[config.mk]
export PLATFORM = sky130hd
export DESIGN_NAME = uart_tx_sched
export DESIGN_NICKNAME = d
export VERILOG_FILES = /design/src/rtl/uart_sched_pkg.sv /design/src/rtl/rr_arbiter.sv /design/src/rtl/uart_tx_sched.sv
export SDC_FILE = /design/constraint.sdc
export NUM_CORES = 1
export LEC_CHECK = 0
export ABC_AREA = 0
export CORE_UTILIZATION = 47
export CTS_CLUSTER_DIAMETER = 50
export DETAILED_ROUTE_END_ITERATION = 10
export HOLD_SLACK_MARGIN = 0.1
export PLACE_DENSITY = 0.92
export SLEW_MARGIN = 25
export SYNTH_ARGS = -nofsm -noshare
export SYNTH_HDL_FRONTEND = slang
export SYNTH_SLANG_ARGS = --single-unit
[constraint.sdc]
create_clock -name i_clk -period 3.15 [get_ports i_clk]
set_clock_uncertainty 0.15 [all_clocks]
set_input_delay 0.945 -clock i_clk [delete_from_list [all_inputs] [get_ports i_clk]]
set_output_delay 0.945 -clock i_clk [all_outputs]
set_load 0.02 [all_outputs]
[src/rtl/uart_sched_pkg.sv]
// Shared types and defaults for the UART transmit scheduler.
package uart_sched_pkg;

    typedef enum logic [2:0] {
        ST_IDLE,
        ST_HDR,
        ST_DATA,
        ST_GAP,
        ST_END
    } state_t;

    typedef enum logic [0:0] {
        RET_DATA,
        RET_END
    } ret_t;

    localparam int unsigned HDR_BASE_DEF = 32'hA0;
    localparam int          MAX_LEN_DEF  = 16;

endpackage

[src/rtl/rr_arbiter.sv]
// Combinational round-robin pick: first asserted request at or after ptr, wrapping.
module rr_arbiter #(
    parameter int N = 4
) (
    input  logic [N-1:0]         req,
    input  logic [$clog2(N)-1:0] ptr,
    output logic [N-1:0]         grant,
    output logic [$clog2(N)-1:0] idx,
    output logic                 any
);

    localparam int IW = $clog2(N);

    logic [IW:0] k;

    always_comb begin
        grant = '0;
        idx   = '0;
        any   = 1'b0;
        k     = '0;
        for (int off = 0; off < N; off++) begin
            k = {1'b0, ptr} + (IW+1)'(off);
            if (k >= (IW+1)'(N)) begin
                k = k - (IW+1)'(N);
            end
            if (!any && req[k[IW-1:0]]) begin
                any              = 1'b1;
                grant[k[IW-1:0]] = 1'b1;
                idx              = k[IW-1:0];
            end
        end
    end

endmodule

[src/rtl/uart_tx_sched.sv]
// Shares one UART transmitter among N_REQ byte streams, one whole packet per grant,
// with an optional source-ID header byte ahead of each payload.
module uart_tx_sched
    import uart_sched_pkg::*;
#(
    parameter int          N_REQ    = 4,
    parameter int          D_BITS   = 8,
    parameter int          MAX_LEN  = MAX_LEN_DEF,
    parameter bit          HDR_EN   = 1'b1,
    parameter int unsigned HDR_BASE = HDR_BASE_DEF
) (
    input  logic                    i_clk,
    input  logic                    reset,
    input  logic [N_REQ-1:0]        i_req_valid,
    input  logic [N_REQ*D_BITS-1:0] i_req_data,
    input  logic [N_REQ-1:0]        i_req_last,
    output logic [N_REQ-1:0]        o_req_ready,
    output logic [D_BITS-1:0]       o_tx_data,
    output logic                    o_tx_enable,
    input  logic                    i_tx_rdy,
    output logic [N_REQ-1:0]        o_grant,
    output logic                    o_busy,
    output logic                    o_trunc
);

    localparam int IW = $clog2(N_REQ);
    localparam int CW = $clog2(MAX_LEN + 1);

    state_t            state;
    ret_t              ret;
    logic [IW-1:0]     g_idx;
    logic [IW-1:0]     ptr;
    logic [CW-1:0]     count;
    logic              cut;

    logic [N_REQ-1:0]  arb_grant;
    logic [IW-1:0]     arb_idx;
    logic              arb_any;

    logic [D_BITS-1:0] req_byte [N_REQ];
    logic [D_BITS-1:0] cur_byte;
    logic [D_BITS-1:0] hdr_byte;
    logic              cur_valid;
    logic              cur_last;
    logic              take;
    logic [CW-1:0]     count_nx;

    for (genvar k = 0; k < N_REQ; k++) begin : g_unpack
        assign req_byte[k] = i_req_data[k*D_BITS +: D_BITS];
    end

    rr_arbiter #(
        .N (N_REQ)
    ) u_arb (
        .req   (i_req_valid),
        .ptr   (ptr),
        .grant (arb_grant),
        .idx   (arb_idx),
        .any   (arb_any)
    );

    assign cur_byte  = req_byte[g_idx];
    assign cur_valid = i_req_valid[g_idx];
    assign cur_last  = i_req_last[g_idx];
    assign hdr_byte  = D_BITS'(HDR_BASE + 32'(g_idx));
    assign count_nx  = count + CW'(1);

    // A byte is only pulled while the UART is idle, so it is never left stranded.
    assign take        = (state == ST_DATA) && i_tx_rdy && cur_valid;
    assign o_req_ready = take ? o_grant : '0;

    always_ff @(posedge i_clk) begin
        if (reset) begin
            state       <= ST_IDLE;
            ret         <= RET_DATA;
            g_idx       <= '0;
            ptr         <= '0;
            count       <= '0;
            cut         <= 1'b0;
            o_tx_data   <= '0;
            o_tx_enable <= 1'b0;
            o_grant     <= '0;
            o_busy      <= 1'b0;
            o_trunc     <= 1'b0;
        end else begin
            o_tx_enable <= 1'b0;
            o_trunc     <= 1'b0;
            case (state)
                ST_IDLE: begin
                    if (arb_any) begin
                        o_grant <= arb_grant;
                        g_idx   <= arb_idx;
                        o_busy  <= 1'b1;
                        state   <= HDR_EN ? ST_HDR : ST_DATA;
                    end
                end
                ST_HDR: begin
                    if (i_tx_rdy) begin
                        o_tx_data   <= hdr_byte;
                        o_tx_enable <= 1'b1;
                        ret         <= RET_DATA;
                        state       <= ST_GAP;
                    end
                end
                ST_DATA: begin
                    if (take) begin
                        o_tx_data   <= cur_byte;
                        o_tx_enable <= 1'b1;
                        count       <= count_nx;
                        state       <= ST_GAP;
                        if (cur_last || count_nx == CW'(MAX_LEN)) begin
                            ret <= RET_END;
                            cut <= !cur_last;
                        end else begin
                            ret <= RET_DATA;
                        end
                    end
                end
                // GAP gives the UART one cycle to drop its ready after the strobe.
                ST_GAP: begin
                    state   <= (ret == RET_END) ? ST_END : ST_DATA;
                    o_trunc <= (ret == RET_END) && cut;
                end
                ST_END: begin
                    o_grant <= '0;
                    o_busy  <= 1'b0;
                    count   <= '0;
                    cut     <= 1'b0;
                    ptr     <= (g_idx == IW'(N_REQ - 1)) ? '0 : g_idx + IW'(1);
                    state   <= ST_IDLE;
                end
                default: state <= ST_IDLE;
            endcase
        end
    end

endmodule

==> impl_metrics.toml, run 1 <==
[floorplan]
die_x_um = 67.25
pin_count = 62
num_rows = 23
die-area_um2 = 4522
start_util_pct = 49.31
die_y_um = 67.25
fp.coreArea_um2 = 4058

[setup_path]
slowest_delay_ns = 0.48
r2r_end = "o_grant[0]"
critPathTopFamily = "multiplexers"
crit_path_end_kind = "output port"
path_class = "input pin to output port"
cp_max_fo = 5
worst-endpoint-arrival_ns = 2.00
r2r_cells = 7
crit_path_start_kind = "input pin"
crit_start = "i_req_valid[3]"
path_depth = 5
worstPathCellList = "buf_2, mux4_2, and3_4, and2_4, buf_6"
worst-endpoint-required_ns = 2.05
timing.rr.start = "ptr[1]"
r2r_slack_ns = 0.72
slowest_stage = "mux4_2"
endpoint = "o_req_ready[2]"
path_buf_inv = 2

[sta]
maxSlewViolCount = 0
tns_ns = 0
tightest_slew_ns = 0.7249
setup-violations-final = 0
fin_crit_sh_pct = 98.29
rsz0062_at_grt = "no"
whs_ns = 0.3159
final_hold_viol_count = 0
relSlewSlack_pct = 51.30
period_needed_ns = 3.096
max_freq_mhz = 323.0

[synth]
ys_seq_elements = 29
synthFlopType = "dfxtp_1"
yosys_warnings = 0
syn_avg_cell_area_um2 = 8.775
syn-num-nets = 280
seq_area_frac_synth_pct = 29.02
ys_types = 53
syn_inst = 228
synthesis.area_um2 = 2001
synth-async-reset-ratio_pct = 0
synth_edf_count = 0

[placement]
dpl.hpwl_um = 4003
gp_congestion = 0.8899
port_buffers = 61
dpl_cell_area_um2 = 2705

[clock_tree]
cts_tree = "done"
clkSinkCount = 29
cts_max_level = 2
ctsRootBufferMaster = "clkbuf_8"
postCtsSetupBuffers = 0
clk_latency_ns = 0.28
numCtsBuffers = 5
clk_pin_slew_worst_paths_ns = 0.06
cts_buffer_depth = 2

[drt]
drcViolationCount = 0
antenna_left = 0
initialDrtViolationCount = 134
post_drt_wl_per_cell_um = 15.34
wl_um = 5277
vias = 1990
viasPerCell = 5.785
dr.pass1.iters = 5

[global_routing]
grt_max_degree = 18
grt_usage_pct = 25.18
grt_pass1_vias = 1942
overflow = 0
grt_pass1_wl_um = 8473
antenna_found_initial = 0

[layout]
stdcell_area_um2 = 2770
drive_gt1_share_pct = 17.35
multi_input_area_um2 = 1331
syn2layout_area_growth_pct = 38.46
fin_nets = 345
layout_common_cells = "clkdlybuf4s50_1 (53), nor2_1 (33), dfxtp_1 (29)"
n_fill_cell = 308
diodes = 0
final_common_cell = "clkdlybuf4s50_1"
register_area_um2 = 580.6

[power]
ir_drop_uv = 213.6
p_per_area_nw_per_um2 = 329.9
leakagePower_nw = 1.038

[run_status]
status = "finished, final reports clean"

[flow_run]
cap_viol_max_count = 0

[worst_hold_path]
hold_class = "flop to flop"
-- layer usage --
metal  up-vias  global-route usage (%)  share of wire, %
li1        965                       -                 -
met1       952                   28.42                40
met2        64                   45.50                54
met3         9                   5.236               5.2
met4         0                   10.37               1.5
met5         -                       0                 0
-- registers in the layout, indices dropped and copies added, names as in the netlist --
name / count
o_busy: 1
o_tx_enable: 1
cut: 1
o_trunc: 1
ptr: 2
o_tx_data: 8
o_grant: 4
g_idx: 2
ret: 1
count: 5
state: 3
-- tightest hold or removal path: stages, from the launching register on --
cell	delay, ns
dfxtp_1	0.31
nand2_1	0.05
a21oi_1	0.05
-- cell families (layout without fill, tap and decap cells) --
kind of cell	after synthesis	count (layout)	share of synthesized area [%]
mux	19	19	16.07
buf+inv	21	87	5.190
compound gates	51	51	18.39
simple gates	95	95	23.95
xor+xnor	4	4	1.751
flops	29	29	29.02
fa+ha+maj	9	9	5.629
-- power by group --
group / internal (mW) / switching [mW] / leakage (nW)
clock: 0.156 / 0.133 / 0.0395
sequential: 0.383 / 0.0136 / 0.236
combinational: 0.126 / 0.102 / 0.762
-- cell type report --
cell class                 count  share of cell area, %
tap                           50                  2.258
timing repair buffer          75                  25.29
multi-input combinational    178                  48.06
sequential                    29                  20.96
inverter                       4                 0.5420
clock buffer                   8                  2.891
-- worst min-delay path by stage --
stage / from / end / slack [ns] / cells past startpoint
floorplan: ret / ret / 0.30 / 2
global placement: o_tx_data[1] / o_tx_data[1] / 0.29 / 2
detailed placement: o_busy / o_busy / 0.30 / 2
CTS: o_busy / o_busy / 0.31 / 2
global route: o_busy / o_busy / 0.35 / 2
finish: o_busy / o_busy / 0.32 / 2
-- synth_stat cells, drive strengths merged, types with 4 or more instances --
cell type   n  area (um^2)
ha          9        112.6
mux2i       7        70.07
o21ai       5        25.02
mux4       10        229.0
nor3       10        50.05
nor2b       9        63.81
clkbuf      9        35.03
a221o       4        43.79
buf         8        53.80
a22oi       6        45.04
inv         4        15.01
dfxtp      29        580.6
nor2       33        123.9
a21oi      12        63.81
and2        4        25.02
a311oi      4        35.03
nor3b       4        35.03
nand2      21        78.83
-- repair_timing --
item,4_1_cts,5_1_grt
hold buffers,0,0
endpoints found under the setup margin,4,0
gates resized for setup,39,0
-- metrics by stage --
step	power (mW)	worst slack, ns	util, %	cells
after floorplan	0.5265	0.003857	-	228
after global placement	0.6236	-0.7274	66.67	336
after detailed placement	0.6324	-0.7293	66.67	336
after CTS	0.9156	0.04261	68.27	344
after global routing	0.9524	0.02783	68.27	344
final	0.9139	0.05388	68.27	344
(Power assumes the default switching activity.)
==> run 2, diff against run 1 <==
CORE_MARGIN = 2   (was default)
==> impl_metrics.toml, run 2 (synthesis gave the netlist of run 1 again) <==
[run_status]
status = "finished, final reports clean"

[layout]
drive_gt1_share_pct = 18.37
layout_common_cells = "clkdlybuf4s50_1 (53), nor2_1 (33), dfxtp_1 (29)"
post-route-util_pct = 68.79
fin_nets = 345
syn2layout_area_growth_pct = 39.52
largest_reg_flops = 8
finalNonFillerCells = 344
final_common_cell = "clkdlybuf4s50_1"
largest-register = "o_tx_data"
largestRegisters = "o_tx_data: 8 flops, count: 5 flops, o_grant: 4 flops"
diodes = 0

[drt]
viasPerCell = 5.820
antenna_left = 0
post_drt_wl_per_cell_um = 14.84
dr_wl_met2_um = 2635
topRoutingLayerUsed = "met4"
initialDrtViolationCount = 110
wl_um = 5104
drcViolationCount = 0
vias = 2002
dr.pass1.iters = 4
wl_met3_um = 325
wl_met1_um = 2052

[floorplan]
num_rows = 23
die_y_um = 69.25
die-area_um2 = 4795
start_util_pct = 49.31
fp.coreArea_um2 = 4058
pin_count = 62
die_x_um = 69.25

[setup_path]
cp_max_fo = 5
timing.rr.start = "ptr[1]"
r2r_cells = 9
path_class = "input pin to output port"
r2r_end = "g_idx[0]"
crit_path_start_kind = "input pin"
worstPathCellList = "buf_2, mux4_2, and3_4, and2_4, buf_6"
worst-endpoint-arrival_ns = 1.99
crit_start = "i_req_valid[3]"
slowest_delay_ns = 0.47
slowest_stage = "mux4_2"
worst-endpoint-required_ns = 2.05
crit_path_end_kind = "output port"
r2r_slack_ns = 0.70

[worst_hold_path]
hold_class = "flop to flop"
hold_end = "o_tx_data[1]"
min-delay-start = "o_tx_data[1]"
hold_depth = 2

[clock_tree]
numCtsBuffers = 5
clk_latency_ns = 0.29
cts_max_level = 2
clkSinkCount = 29
ctsRootBufferMaster = "clkbuf_8"
cts_tree = "done"
cts_buffer_depth = 2
clk_pin_slew_worst_paths_ns = 0.06

[placement]
port_buffers = 61
dp_slack_ns = -0.7073
gp_congestion = 0.9022
placed_cells = 336
dpl.hpwl_um = 3811

[global_routing]
grt_pass1_vias = 1957
grt_pass1_wl_um = 8652
overflow = 0
grt_max_degree = 18
antenna_found_initial = 0
grt_usage_pct = 21.93

[sta]
whs_ns = 0.3207
rsz0062_at_grt = "no"
period_needed_ns = 3.089
max_freq_mhz = 323.8
relSlewSlack_pct = 56.79
final_hold_viol_count = 0
fin_crit_sh_pct = 98.05
setup-violations-final = 0
maxSlewViolCount = 0
tightest_slew_ns = 0.6432
setup_ws_ns = 0.06139

[power]
p_per_area_nw_per_um2 = 344.9
ir_drop_uv = 313.1
leakagePower_nw = 1.053

[flow_run]
cap_viol_max_count = 0
run 2: metal layers:
metal | GRT usage (%) | vias up
met2 | 39.42 | 72
met1 | 24.98 | 951
met4 | 7.407 | 0
met5 | 0 | -
li1 | - | 967
met3 | 5.814 | 12
run 2: layout make-up:
| cell class | instances | area, um^2 |
|---|---|---|
| Multi-Input combinational cell | 178 | 1331 |
| Tap cell | 50 | 62.56 |
| Inverter | 4 | 15.01 |
| Clock buffer | 7 | 96.34 |
| Sequential cell | 29 | 580.6 |
| Fill cell | 317 | 1266 |
| Clock inverter | 1 | 5.005 |
| Timing Repair Buffer | 75 | 700.7 |
run 2: stage by stage:
stage / cell area, um^2 / setup TNS, ns / total power [mW]
5_1_grt: 2791 / 0 / 1.002
2_1_floorplan: 2016 / 0 / 0.5265
4_1_cts: 2801 / 0 / 0.9648
6_report: 2791 / 0 / 0.9628
3_5_place_dp: 2705 / -2.815 / 0.6299
3_3_place_gp: 2705 / -2.893 / 0.6230
run 2: where the power goes:
part	switching [mW]	internal, mW
Combinational	0.0998	0.126
Clock	0.144	0.197
Sequential	0.0131	0.383
run 2: worst max-delay path: cells and delay by family:
family,cells,cell delay (ns)
muxes,1,0.47
and+or+nand+nor,2,0.35
buffers and inverters,2,0.23
run 2: what timing repair did:
item | 4_1_cts | 5_1_grt
gates resized for setup | 36 | 2
endpoints found under the setup margin | 4 | 4
buffers inserted | 0 | 0
hold buffers | 0 | 0
pin swaps | 4 | 0
run 2: how the worst max path moves through the flow:
stage / endpoint / slack (ns)
final: o_req_ready[2] / 0.06
after global routing: o_req_ready[2] / 0.05
after CTS: o_req_ready[2] / 0.007
after detailed placement: o_req_ready[2] / -0.71
after global placement: o_req_ready[2] / -0.72
after floorplan: o_req_ready[0] / 0.004
